**config.mk**
```make
export PLATFORM = sky130hd
export DESIGN_NAME = mac_vector_unit_flat
export DESIGN_NICKNAME = d
export VERILOG_FILES = /design/src/rtl/mac_vector_unit_if.sv /design/src/rtl/mac_vector_unit.sv /design/src/flat_wrapper.sv
export SDC_FILE = /design/constraint.sdc
export NUM_CORES = 1
export LEC_CHECK = 0
export BUFFER_PORTS_ARGS = -buffer_cell sky130_fd_sc_hd__clkbuf_2
export CAP_MARGIN = 10
export CORE_MARGIN = 2
export CORE_UTILIZATION = 42
export DETAILED_ROUTE_END_ITERATION = 16
export GPL_ROUTABILITY_DRIVEN = 0
export PLACE_DENSITY_LB_ADDON = 0.08
export SLEW_MARGIN = 30
export SYNTH_ARGS = -nofsm -noshare
export SYNTH_HDL_FRONTEND = slang
export SYNTH_SLANG_ARGS = --single-unit
```
**constraint.sdc**
```tcl
create_clock -name clk -period 10.1 [get_ports clk]
set_input_delay 2.525 -clock clk [delete_from_list [all_inputs] [get_ports clk]]
set_output_delay 2.525 -clock clk [all_outputs]
set_load 0.005 [all_outputs]
```
**src/rtl/mac_vector_unit_if.sv**
```systemverilog
// Operand/result stream bundle for mac_vector_unit: input beats with job
// configuration, result stream, and a busy indication.
interface mac_vector_unit_if #(
    parameter int NBITS = 8,
    parameter int LANES = 4,
    parameter int CBITS = 8
) ();
    logic [CBITS-1:0]       cfg_len;
    logic                   cfg_relu;
    logic                   in_val;
    logic                   in_rdy;
    logic [LANES*NBITS-1:0] x_in;
    logic [LANES*NBITS-1:0] w_in;
    logic                   out_val;
    logic                   out_rdy;
    logic [LANES*NBITS-1:0] z_out;
    logic                   busy;

    modport master (
        output cfg_len, cfg_relu, in_val, x_in, w_in, out_rdy,
        input  in_rdy, out_val, z_out, busy
    );

    modport slave (
        input  cfg_len, cfg_relu, in_val, x_in, w_in, out_rdy,
        output in_rdy, out_val, z_out, busy
    );
endinterface

```
**src/rtl/mac_vector_unit.sv**
```systemverilog
// LANES-wide fixed-point dot-product engine: 3-stage operand/product/accumulate
// pipeline per lane, optional ReLU, saturation to NBITS, valid/ready result.
module mac_vector_unit #(
    parameter int NBITS = 8,
    parameter int DBITS = 4,
    parameter int LANES = 4,
    parameter int CBITS = 8
) (
    input  logic               clk,
    input  logic               rst,
    mac_vector_unit_if.slave   bus
);
    localparam int ABITS = 2*NBITS - DBITS + CBITS;
    localparam int PBITS = 2*NBITS;
    localparam logic signed [ABITS-1:0] SAT_HI = {{(ABITS-NBITS+1){1'b0}}, {(NBITS-1){1'b1}}};
    localparam logic signed [ABITS-1:0] SAT_LO = ~SAT_HI;

    typedef enum logic [1:0] {
        IDLE   = 2'd0,
        ACCUM  = 2'd1,
        DRAIN  = 2'd2,
        OUTPUT = 2'd3
    } state_t;

    state_t                  state_r;
    logic [CBITS-1:0]        len_r;
    logic [CBITS-1:0]        count_r;
    logic                    relu_r;
    logic                    in_rdy_r;
    logic                    busy_r;
    logic                    out_val_r;
    logic [LANES*NBITS-1:0]  z_r;

    logic                    v1_r;
    logic                    v2_r;
    logic signed [NBITS-1:0] x_r    [LANES];
    logic signed [NBITS-1:0] w_r    [LANES];
    logic signed [PBITS-1:0] prod_r [LANES];
    logic signed [ABITS-1:0] acc_r  [LANES];

    logic                    accept_s;
    logic                    handshake_s;
    logic                    drained_s;
    logic [CBITS-1:0]        first_len_s;

    function automatic logic signed [PBITS-1:0] scaled_product(
        input logic signed [NBITS-1:0] x,
        input logic signed [NBITS-1:0] w
    );
        logic signed [PBITS-1:0] full;
        full = PBITS'(x) * PBITS'(w);
        return full >>> DBITS;
    endfunction

    function automatic logic [NBITS-1:0] sat_lane(
        input logic signed [ABITS-1:0] acc,
        input logic                    relu
    );
        logic signed [ABITS-1:0] v;
        v = (relu && acc[ABITS-1]) ? {ABITS{1'b0}} : acc;
        if (v > SAT_HI) begin
            return SAT_HI[NBITS-1:0];
        end else if (v < SAT_LO) begin
            return SAT_LO[NBITS-1:0];
        end else begin
            return v[NBITS-1:0];
        end
    endfunction

    assign accept_s    = bus.in_val & in_rdy_r;
    assign handshake_s = out_val_r & bus.out_rdy;
    // Both pipeline stages empty means the last beat has reached the accumulator.
    assign drained_s   = (state_r == DRAIN) & ~v1_r & ~v2_r;
    assign first_len_s = (bus.cfg_len == {CBITS{1'b0}}) ? CBITS'(1) : bus.cfg_len;

    assign bus.in_rdy  = in_rdy_r & rst;
    assign bus.out_val = out_val_r;
    assign bus.z_out   = z_r;
    assign bus.busy    = busy_r;

    // Control FSM with registered handshake, busy and result outputs.
    always_ff @(posedge clk) begin
        if (!rst) begin
            state_r   <= IDLE;
            len_r     <= {CBITS{1'b0}};
            count_r   <= {CBITS{1'b0}};
            relu_r    <= 1'b0;
            in_rdy_r  <= 1'b1;
            busy_r    <= 1'b0;
            out_val_r <= 1'b0;
            z_r       <= {(LANES*NBITS){1'b0}};
        end else begin
            case (state_r)
                IDLE: begin
                    if (accept_s) begin
                        len_r   <= first_len_s;
                        relu_r  <= bus.cfg_relu;
                        count_r <= CBITS'(1);
                        busy_r  <= 1'b1;
                        if (first_len_s == CBITS'(1)) begin
                            state_r  <= DRAIN;
                            in_rdy_r <= 1'b0;
                        end else begin
                            state_r  <= ACCUM;
                        end
                    end
                end
                ACCUM: begin
                    if (accept_s) begin
                        count_r <= count_r + CBITS'(1);
                        if ((count_r + CBITS'(1)) == len_r) begin
                            state_r  <= DRAIN;
                            in_rdy_r <= 1'b0;
                        end
                    end
                end
                DRAIN: begin
                    if (drained_s) begin
                        for (int i = 0; i < LANES; i++) begin
                            z_r[i*NBITS +: NBITS] <= sat_lane(acc_r[i], relu_r);
                        end
                        out_val_r <= 1'b1;
                        state_r   <= OUTPUT;
                    end
                end
                OUTPUT: begin
                    if (handshake_s) begin
                        out_val_r <= 1'b0;
                        busy_r    <= 1'b0;
                        in_rdy_r  <= 1'b1;
                        count_r   <= {CBITS{1'b0}};
                        state_r   <= IDLE;
                    end
                end
                default: begin
                    state_r   <= IDLE;
                    in_rdy_r  <= 1'b1;
                    busy_r    <= 1'b0;
                    out_val_r <= 1'b0;
                end
            endcase
        end
    end

    // Per-lane operand, product and accumulator pipeline; bubbles carry v=0.
    always_ff @(posedge clk) begin
        if (!rst) begin
            v1_r <= 1'b0;
            v2_r <= 1'b0;
            for (int i = 0; i < LANES; i++) begin
                x_r[i]    <= {NBITS{1'b0}};
                w_r[i]    <= {NBITS{1'b0}};
                prod_r[i] <= {PBITS{1'b0}};
                acc_r[i]  <= {ABITS{1'b0}};
            end
        end else begin
            v1_r <= accept_s;
            v2_r <= v1_r;
            for (int i = 0; i < LANES; i++) begin
                if (accept_s) begin
                    x_r[i] <= bus.x_in[i*NBITS +: NBITS];
                    w_r[i] <= bus.w_in[i*NBITS +: NBITS];
                end
                if (v1_r) begin
                    prod_r[i] <= scaled_product(x_r[i], w_r[i]);
                end
                if (handshake_s) begin
                    acc_r[i] <= {ABITS{1'b0}};
                end else if (v2_r) begin
                    acc_r[i] <= acc_r[i] + ABITS'(prod_r[i]);
                end
            end
        end
    end
endmodule

```
**src/flat_wrapper.sv**
```systemverilog
// flat-port wrapper written by rule: the top's interface ports become plain ports
module mac_vector_unit_flat 
#(
    parameter int NBITS = 8,
    parameter int DBITS = 4,
    parameter int LANES = 4,
    parameter int CBITS = 8
)
  (clk, rst, bus_cfg_len, bus_cfg_relu, bus_in_val, bus_x_in, bus_w_in, bus_out_rdy, bus_in_rdy, bus_out_val, bus_z_out, bus_busy);
  mac_vector_unit_if #(.NBITS(NBITS), .LANES(LANES), .CBITS(CBITS)) bus_i ();
  input  logic clk;
  input  logic rst;
  input wire logic [$bits(bus_i.cfg_len)-1:0] bus_cfg_len;
  input wire logic [$bits(bus_i.cfg_relu)-1:0] bus_cfg_relu;
  input wire logic [$bits(bus_i.in_val)-1:0] bus_in_val;
  input wire logic [$bits(bus_i.x_in)-1:0] bus_x_in;
  input wire logic [$bits(bus_i.w_in)-1:0] bus_w_in;
  input wire logic [$bits(bus_i.out_rdy)-1:0] bus_out_rdy;
  output wire logic [$bits(bus_i.in_rdy)-1:0] bus_in_rdy;
  output wire logic [$bits(bus_i.out_val)-1:0] bus_out_val;
  output wire logic [$bits(bus_i.z_out)-1:0] bus_z_out;
  output wire logic [$bits(bus_i.busy)-1:0] bus_busy;
  assign bus_i.cfg_len = bus_cfg_len;
  assign bus_i.cfg_relu = bus_cfg_relu;
  assign bus_i.in_val = bus_in_val;
  assign bus_i.x_in = bus_x_in;
  assign bus_i.w_in = bus_w_in;
  assign bus_i.out_rdy = bus_out_rdy;
  assign bus_in_rdy = bus_i.in_rdy;
  assign bus_out_val = bus_i.out_val;
  assign bus_z_out = bus_i.z_out;
  assign bus_busy = bus_i.busy;
  mac_vector_unit #(.NBITS(NBITS), .DBITS(DBITS), .LANES(LANES), .CBITS(CBITS)) u_core (.clk(clk), .rst(rst), .bus(bus_i));
endmodule
```
==> results.toml <==
[detailed_routing]
postRouteAntennaNets = 0
vias = 15730
wire_per_inst_um = 14.98
vias_per_cell = 5.037
dr.pass1.iters = 7
drc = 0
wirelength_um = 46780
drtIter0Drc = 746

[synth]
netlist_area_sq_mm = 0.02251
async_flop_share = 0
synth_edf_count = 192
syn_nets = 2781
ys_dominant_reg_cell = "edfxtp_1"
yosysWarnings = 0
ys_ff_latch = 248
yosys.cell_types.count = 70
synth.avg_cell_area_sq_um = 9.831
synth_cells = 2290
yosysSeqAreaShare = 0.3059

[cells_and_area]
regArea_sq_mm = 0.006887
design_area_sq_mm = 0.02507
finalNetCount = 2901
area_growth_pct = 11.33
fillers = 5023
drive_gt1_frac = 0.08624
n_antenna_cell = 0
final_cell_mix = "357 x inv_1, 227 x and2_1, 220 x fa_1"
multi_input_area_sq_mm = 0.01417
final_common_cell = "inv_1"
final_cells = 3123

[placed_design]
dpl-instance-area_sq_mm = 0.02388
dp_hpwl_um = 36680
placed_cells = 3061
portBuffers = 111

[setup_path]
path_max_fanout = 70
cp-end-kind = "output pin"
start_kind = "input pin"
arrival_ps = 3440
cp.required_ps = 7580
critical_path_class = "in2out"

[global_route]
grt_pass1_wl_um = 79520
grt_pass1_vias = 16020
grt_max_degree = 83
grt_overflow = 0
grtUsageTotal = 0.1729
antenna_found_initial = 1

[clocking]
htreeDepth = 2
ctsLongestPathBuffers = 3
cts-resized-gates = 0
tritoncts = "built"
clock-sinks = 248
clk_latency_ps = 540
clkTransAtPathRegs_ps = 60
cts_hold_buf = 0
cts-root-buf = "clkbuf_16"
cts_buffers = 34
postCtsSetupBuffers = 0

[die]
fp.dieH_um = 235.5
coreArea_sq_mm = 0.05276
die_area_sq_mm = 0.05547
ioPinCount = 112
die_x_um = 235.5
start_util = 0.4267
num_rows = 84

[timing]
finalSetupViolations = 0
holdWs_ps = 465.8
tightest_slew_ps = 912.9
finalCritPeriodShare = 0.5911
hold_viol_final = 0
relSlewSlack = 0.3899
fmax_ghz = 0.1675
fin_skew_ps = 17.14
rsz0062_at_grt = "false"
report.final.slew_viol_count = 0
period_minus_slack_ps = 5970
timing.setup.tns_ps = 0

[pwr]
cellPowerDensity_mw_per_mm2 = 204.1
leakage_uw = 0.01133
vdd_drop_max_mv = 0.1295

[flow_run]
maxCapViolCount = 0

[status]
status = "completed"

[min_path]
worst_hold_path_type = "reg2reg"
==> state kept, by name (all words and copies together), names as in the netlist <==
name and count:
u_core.acc_r 80, u_core.prod_r 48, u_core.bus.z_out 32, u_core.w_r 32, u_core.x_r 32, u_core.count_r 8
u_core.len_r 8, u_core.state_r 2, u_core.bus.busy 1, u_core.bus.out_val 1, u_core.in_rdy_r 1, u_core.relu_r 1
u_core.v1_r 1, u_core.v2_r 1
==> logic make-up after synthesis <==
group | synth area share
compound gates | 0.09047
xor+xnor | 0.05135
fa+ha+maj | 0.3034
buf+inv | 0.06636
flops | 0.3059
mux | 0.003556
simple gates | 0.1789
==> critical path, cell delays in order <==
cell and delay [ps]:
clkbuf_2 70, buf_4 510, and2_1 220, clkbuf_2 110
==> power by group <==
part | total (uW) | internal [uW] | switching, uW
registers | 1450 | 1280 | 172
clock network | 1250 | 774 | 475
logic | 2420 | 1050 | 1370
==> metal layers <==
metal | global-route usage | vias to the layer above | wire length, um
li1 | - | 7803 | -
met1 | 0.2440 | 7688 | 23290
met2 | 0.2837 | 190 | 21250
met3 | 0.02005 | 51 | 1360
met4 | 0.04266 | 0 | 879
met5 | 0 | - | 0
==> path summary, 6_finish.rpt <==
path                                     startpoint                            endpoint  slack, ps  cells after the start
setup / recovery                                rst                          bus_in_rdy       4130                      4
hold / removal    u_core.bus.z_out[31]$_SDFFE_PN0P_   u_core.bus.z_out[31]$_SDFFE_PN0P_        470                      2
setup reg to reg     u_core.w_r[0][4]$_SDFFCE_PN0P_  u_core.prod_r[0][10]$_SDFFCE_PN0P_       5130                     18
hold reg to reg   u_core.bus.z_out[31]$_SDFFE_PN0P_   u_core.bus.z_out[31]$_SDFFE_PN0P_        470                      2
==> area by class of cell <==
cell class | instances | share of cell area
inverters | 357 | 0.05346
clock buffers | 41 | 0.03754
multi-input cells | 1649 | 0.5654
repair buffers | 120 | 0.02536
well taps | 688 | 0.03434
flip-flops and latches | 248 | 0.2747
clock inverters | 20 | 0.009135
==> metrics by stage <==
| stage | power, uW | setup WS (ps) | utilization |
|---|---|---|---|
| finish | 5115 | 4130 | 0.4751 |
| global route | 5621 | 4035 | 0.4751 |
| CTS | 5210 | 4097 | 0.4747 |
| detailed placement | 3924 | 4098 | 0.4525 |
| global placement | 3872 | 4116 | 0.4520 |
| floorplan | 3377 | 4232 | - |
==> cell usage after synthesis (4+ instances only) <==
cell type,n,area share
inv_1,357,0.060
and2_1,228,0.063
fa_1,220,0.20
ha_1,194,0.11
edfxtp_1,192,0.26
nor2_1,163,0.027
nand2_1,153,0.026
a21oi_1,105,0.023
xnor2_1,77,0.030
o21ai_0,61,0.014
dfxtp_1,56,0.050
xor2_1,55,0.021
nor3_1,47,0.010
nor2b_1,44,0.012
a21o_1,34,0.011
clkbuf_1,32,0.0053
nand3_1,28,0.0062
and3_1,23,0.0064
nand2b_1,21,0.0058
o21ai_1,19,0.0042
nor4_1,18,0.0050
a31oi_1,14,0.0039
a21boi_0,13,0.0043
o21a_1,13,0.0043
o21bai_1,11,0.0037
or3_1,10,0.0028
a211oi_1,9,0.0030
nand3b_1,8,0.0027
nand4_1,8,0.0022
nor3b_1,6,0.0020
o211ai_1,6,0.0020
o41ai_1,6,0.0023
mux2_2,4,0.0020
nand4b_1,4,0.0016
Power figures use the tool's default switching activity.
